File: src/rtl/avalon_pio_bidir.sv
// avalon_pio_bidir: Avalon-MM parallel I/O port with per-bit direction,
// input synchroniser, sticky edge capture, interrupt mask and level IRQ.
//
// Ports:
//   clk, reset_n          system clock, asynchronous active-low reset
//   address[2:0]          register word address
//   chipselect, write_n   write occurs when chipselect & ~write_n
//   writedata[31:0]       write data, bits [WIDTH-1:0] used
//   readdata[31:0]        combinational read data, zero-extended
//   in_port[WIDTH-1:0]    asynchronous pad inputs
//   out_port[WIDTH-1:0]   output data register
//   oe[WIDTH-1:0]         per-bit output enable (direction register)
//   irq                   registered level interrupt
//
// Register map: 0 DATA, 1 DIR, 2 MASK, 3 EDGE (write-1-to-clear),
//   4 OUTSET, 5 OUTCLR (only with PIO_SETCLR_EN), others read 0.
// Build option: define PIO_SETCLR_EN to enable the OUTSET/OUTCLR
//   registers; without it addresses 4 and 5 read 0 and ignore writes.

`timescale 1ns/1ps

module avalon_pio_bidir #(
    parameter int unsigned      WIDTH       = 9,
    parameter logic [WIDTH-1:0] RESET_VALUE = '0,
    parameter int unsigned      EDGE_TYPE   = 0,
    parameter int unsigned      SYNC_STAGES = 2
) (
    input  logic             clk,
    input  logic             reset_n,
    input  logic [2:0]       address,
    input  logic             chipselect,
    input  logic             write_n,
    input  logic [31:0]      writedata,
    output logic [31:0]      readdata,
    input  logic [WIDTH-1:0] in_port,
    output logic [WIDTH-1:0] out_port,
    output logic [WIDTH-1:0] oe,
    output logic             irq
);

    localparam logic [2:0] A_DATA = 3'd0;
    localparam logic [2:0] A_DIR  = 3'd1;
    localparam logic [2:0] A_MASK = 3'd2;
    localparam logic [2:0] A_EDGE = 3'd3;
`ifdef PIO_SETCLR_EN
    localparam logic [2:0] A_OSET = 3'd4;
    localparam logic [2:0] A_OCLR = 3'd5;
`endif

    logic [WIDTH-1:0] r_out;
    logic [WIDTH-1:0] r_dir;
    logic [WIDTH-1:0] r_mask;
    logic [WIDTH-1:0] r_edge;
    logic [WIDTH-1:0] r_prev;
    logic             r_irq;

    // Stage 0 samples the pad; stage SYNC_STAGES-1 is the
    // synchronised value used everywhere else.
    logic [SYNC_STAGES-1:0][WIDTH-1:0] r_sync;

    logic             w_wr;
    logic [WIDTH-1:0] w_wd;
    logic [WIDTH-1:0] w_sync_in;
    logic [WIDTH-1:0] w_det;
    logic [WIDTH-1:0] w_clr;
    logic [WIDTH-1:0] w_out_nxt;
    logic [WIDTH-1:0] w_rd;
    logic             w_unused;

    assign w_wr      = chipselect & ~write_n;
    assign w_wd      = writedata[WIDTH-1:0];
    assign w_sync_in = r_sync[SYNC_STAGES-1];
    assign w_unused  = &{1'b0, writedata};

    // Synchroniser chain and one-cycle delayed copy for edge detect
    always_ff @(posedge clk or negedge reset_n) begin
        if (!reset_n) begin
            r_sync <= '0;
            r_prev <= '0;
        end else begin
            r_sync <= {r_sync[SYNC_STAGES-2:0], in_port};
            r_prev <= w_sync_in;
        end
    end

    generate
        if (EDGE_TYPE == 1) begin : g_fall
            assign w_det = ~w_sync_in & r_prev;
        end else if (EDGE_TYPE == 2) begin : g_any
            assign w_det = w_sync_in ^ r_prev;
        end else begin : g_rise
            assign w_det = w_sync_in & ~r_prev;
        end
    endgenerate

    // Bits written as 1 to EDGE are cleared, but a new edge on the
    // same cycle is OR-ed in afterwards, so the edge wins.
    assign w_clr = (w_wr && (address == A_EDGE)) ? w_wd : '0;

    always_comb begin
        w_out_nxt = r_out;
        if (w_wr && (address == A_DATA)) begin
            w_out_nxt = w_wd;
        end
`ifdef PIO_SETCLR_EN
        if (w_wr && (address == A_OSET)) begin
            w_out_nxt = r_out | w_wd;
        end
        if (w_wr && (address == A_OCLR)) begin
            w_out_nxt = r_out & ~w_wd;
        end
`endif
    end

    always_ff @(posedge clk or negedge reset_n) begin
        if (!reset_n) begin
            r_out  <= RESET_VALUE;
            r_dir  <= '0;
            r_mask <= '0;
        end else begin
            r_out <= w_out_nxt;
            if (w_wr && (address == A_DIR)) begin
                r_dir <= w_wd;
            end
            if (w_wr && (address == A_MASK)) begin
                r_mask <= w_wd;
            end
        end
    end

    // irq samples the registered capture/mask, so it trails any
    // change to either by one clock.
    always_ff @(posedge clk or negedge reset_n) begin
        if (!reset_n) begin
            r_edge <= '0;
            r_irq  <= 1'b0;
        end else begin
            r_edge <= (r_edge & ~w_clr) | w_det;
            r_irq  <= |(r_edge & r_mask);
        end
    end

    always_comb begin
        w_rd = '0;
        case (address)
            A_DATA:  w_rd = (r_dir & r_out) | (~r_dir & w_sync_in);
            A_DIR:   w_rd = r_dir;
            A_MASK:  w_rd = r_mask;
            A_EDGE:  w_rd = r_edge;
            default: w_rd = '0;
        endcase
    end

    always_comb begin
        readdata             = '0;
        readdata[WIDTH-1:0]  = w_rd;
    end

    assign out_port = r_out;
    assign oe       = r_dir;
    assign irq      = r_irq;

endmodule
File: config.mk
export PLATFORM = sky130hd
export DESIGN_NAME = avalon_pio_bidir
export DESIGN_NICKNAME = d
export VERILOG_FILES = /design/src/rtl/avalon_pio_bidir.sv
export SDC_FILE = /design/constraint.sdc
export NUM_CORES = 1
export LEC_CHECK = 0
export CAP_MARGIN = 40
export CORE_MARGIN = 2
export CORE_UTILIZATION = 30
export DETAILED_ROUTE_END_ITERATION = 16
export DONT_BUFFER_PORTS = 1
export GPL_TIMING_DRIVEN = 0
export PLACE_DENSITY = 0.43
export RECOVER_POWER = 25
export SYNTH_ARGS = -nofsm -noshare
export SYNTH_HDL_FRONTEND = slang
export SYNTH_SLANG_ARGS = --single-unit
File: constraint.sdc
create_clock -name clk -period 2 [get_ports clk]
set_input_delay 0.5 -clock clk [delete_from_list [all_inputs] [get_ports clk]]
set_output_delay 0.5 -clock clk [all_outputs]
set_load 0.02 [all_outputs]
==> impl_metrics.json <==
{
  "outcome": "finished, violations left",
  "violations": "capacitance limit, slew limit, setup timing",
  "synthToLayoutAreaGrowth_pct": 23.3,
  "drt_iter0_drc": 56,
  "setup_viol": 4,
  "clkTransAtPathRegs_ns": 0.07,
  "p_clk_frac": 0.303,
  "drive_above_1_share": 0.405,
  "reg2reg_to": "irq",
  "syn_inst": 212,
  "n_fill_cell": 890,
  "dieArea_um2": 9880,
  "cts_made_buffers": 9,
  "rrSetupSlack_ns": 0.83,
  "netlist_area_um2": 2730,
  "worstSetupPathType": "flop to output port",
  "min_period_ns": 2.02,
  "grt_overflow": 0,
  "boundaryPins": 99,
  "p_sw_uw": 994,
  "tns_ns": -0.0568,
  "yosys_warnings": 0,
  "slew_headroom": -0.0517,
  "worst-r2r-cell-count": 3,
  "io_buffers": 0,
  "ys_types": 29,
  "hold_path_end": "r_sync[0]",
  "grt_usage": 0.142,
  "p_per_area_nw_per_um2": 962,
  "cp-end-kind": "output port",
  "syn_avg_cell_area_um2": 12.9,
  "vias_per_cell": 4.64,
  "rsz0062_at_grt": "true",
  "synth_seq_cells": 64,
  "clk_path_buf_depth": 2,
  "cap_violations": 1,
  "fp.dieH_um": 99.4,
  "hold_path_depth": 0,
  "root_buffer": "clkbuf_8",
  "pwr-share-comb": 0.167,
  "setup_ws_ns": -0.0246,
  "grt_max_degree": 65,
  "routabilityCongestion": 0.718,
  "regArea_um2": 1610,
  "startpoint_type": "flop",
  "hpwl_um": 4290,
  "ys_seq_area_frac": 0.587,
  "num_antenna_cells": 0,
  "finalCritPeriodShare": 1.01,
  "cts_tree": "yes",
  "r2r-start": "r_mask[1]",
  "critPathMaxFanout": 4,
  "worst_pin_slew_ns": 1.58,
  "ant_nets": 0,
  "row_count": 34,
  "grt_first_pass_wirelength_um": 10400,
  "initial_core_util": 0.312,
  "arrival_ns": 1.52,
  "finish.instance_area_um2": 3370,
  "h-tree-depth": 3,
  "hold_viol": 0,
  "drt_pass1_iterations": 4,
  "finalClockSkew_ns": 0.00508,
  "wl_um": 6430,
  "p_int_mw": 2.24,
  "hold_path.class": "input pin to flop",
  "die_w_um": 99.4,
  "cts.sinks": 64,
  "antenna_found_initial": 0,
  "peakVddDrop_v": 0.000429,
  "p_sw_frac": 0.307,
  "slew_violations": 65,
  "place_area_um2": 3120,
  "drc": 0,
  "p_seq_frac": 0.529,
  "insertion_delay_ns": 0.34,
  "finalPower_mw": 3.24,
  "grt_pass1_vias": 1814,
  "multi_input_area_um2": 1110,
  "p_leak_nw": 1.47,
  "max_freq_ghz": 0.494,
  "vias": 1669,
  "required_ns": 1.50,
  "core_um2": 8760,
  "pre_cts_ws_ns": -0.215,
  "hold_start": "in_port[0]",
  "nets": 296,
  "post_cts_buffers": 0,
  "wl_per_cell_um": 17.9
}
[cell type report]
class | count | area share
sequential | 64 | 0.479
multi-input combinational | 127 | 0.329
tap | 108 | 0.0401
inverter | 10 | 0.0119
clock inverter | 3 | 0.00520
clock buffer | 12 | 0.0461
buffer | 33 | 0.0796
timing repair buffer | 3 | 0.00929
[cells in the final DEF, fill, tap and decap left out, drive strengths merged]
| cell type | netlist | layout |
|---|---|---|
| a211oi | 9 | 9 |
| a221oi | 1 | 1 |
| a222oi | 1 | 1 |
| a22o | 1 | 1 |
| a22oi | 1 | 1 |
| a311oi | 4 | 4 |
| buf | 29 | 32 |
| clkbuf | 4 | 16 |
| clkinv | 0 | 2 |
| clkinvlp | 0 | 1 |
| conb | 1 | 23 |
| dfrtp | 64 | 64 |
| inv | 10 | 10 |
| mux2 | 27 | 27 |
| mux2i | 5 | 5 |
| nand2 | 9 | 9 |
| nand2b | 1 | 1 |
| nand3 | 1 | 1 |
| nand4bb | 1 | 1 |
| nor2 | 1 | 1 |
| nor2b | 4 | 4 |
| nor4 | 1 | 1 |
| o21ai | 27 | 27 |
| o311a | 5 | 5 |
| or3 | 4 | 4 |
| or4 | 1 | 1 |
[routing by layer]
metal,GRT usage,up-vias,part of all wire
li1,-,776,-
met1,0.182,831,0.43
met2,0.223,58,0.49
met3,0.0625,4,0.071
met4,0.0348,0,0.0092
met5,0,-,0
[power groups by stage]
| stage | combinational [mW] | clock [mW] | sequential, mW |
|---|---|---|---|
| after global placement | 0.483 | 0 | 1.73 |
| after global routing | 0.592 | 1.10 | 1.74 |
| final | 0.542 | 0.982 | 1.71 |
| after detailed placement | 0.495 | 0 | 1.73 |
| after floorplan | 0.437 | 0 | 1.68 |
| after CTS | 0.554 | 1.03 | 1.72 |
[through the flow]
stage / hold WS (ns) / utilization / instances
2_1_floorplan: 0.204 / - / 234
3_3_place_gp: 0.206 / 0.353 / 342
3_5_place_dp: 0.206 / 0.356 / 344
4_1_cts: 0.0331 / 0.386 / 360
5_1_grt: 0.144 / 0.384 / 360
6_report: 0.183 / 0.384 / 360
[registers in the layout, summed over array words and instances (netlist names)]
name	cells
irq	1
oe	9
out_port	9
r_edge	9
r_mask	9
r_prev	9
r_sync	9
w_sync_in	9
[worst max-delay path by stage]
stage | from | to | slack [ns] | depth (start not counted)
6_report | oe[6] | readdata[6] | -0.02 | 2
5_1_grt | oe[3] | readdata[3] | -0.10 | 2
4_1_cts | oe[4] | readdata[4] | -0.13 | 2
3_5_place_dp | address[0] | oe[7] | -0.22 | 5
3_3_place_gp | address[2] | out_port[1] | -0.45 | 3
2_1_floorplan | address[0] | readdata[3] | 0.03 | 4
[critical path, cell delays in order, from the launching register on]
cell and delay (ns):
dfrtp_2 0.47, or3_4 0.35, a311oi_4 0.37
[timing repair]
item | CTS | global route
hold endpoints to repair | 64 | 0
resized for setup | 18 | 6
pin swaps | 13 | 6
hold buffers | 1 | 0
endpoints found under the setup margin | 9 | 9
[synth_stat cells]
master / number / area, µm²
conb_1: 1 / 3.75
nand2b_1: 1 / 6.26
a222oi_1: 1 / 10.0
nor2_2: 1 / 6.26
o311a_1: 5 / 50.1
nor2b_1: 4 / 25.0
buf_6: 2 / 22.5
a311oi_1: 4 / 35.0
a211oi_1: 9 / 67.6
or4_4: 1 / 11.3
buf_2: 3 / 15.0
buf_1: 1 / 3.75
inv_1: 9 / 33.8
nand2_1: 9 / 33.8
mux2_4: 9 / 135
or3_1: 4 / 25.0
mux2_2: 18 / 203
nor4_4: 1 / 21.3
a22o_1: 1 / 8.76
nand4bb_1: 1 / 11.3
nand3_1: 1 / 5.00
mux2i_1: 5 / 50.1
buf_4: 23 / 173
o21ai_0: 27 / 135
a22oi_1: 1 / 7.51
dfrtp_1: 64 / 1600
inv_4: 1 / 6.26
a221oi_1: 1 / 8.76
clkbuf_1: 4 / 15.0
[kinds of logic after synthesis]
group	after synthesis	share of synthesized area
flip-flops	64	0.587
other	1	0.00137
buffers and inverters	43	0.0985
multiplexers	32	0.142
AND/OR/NAND/NOR	23	0.0532
AO/OA/AOI/OAI	49	0.118
Note: power is estimated with default switching activity, not from simulation.
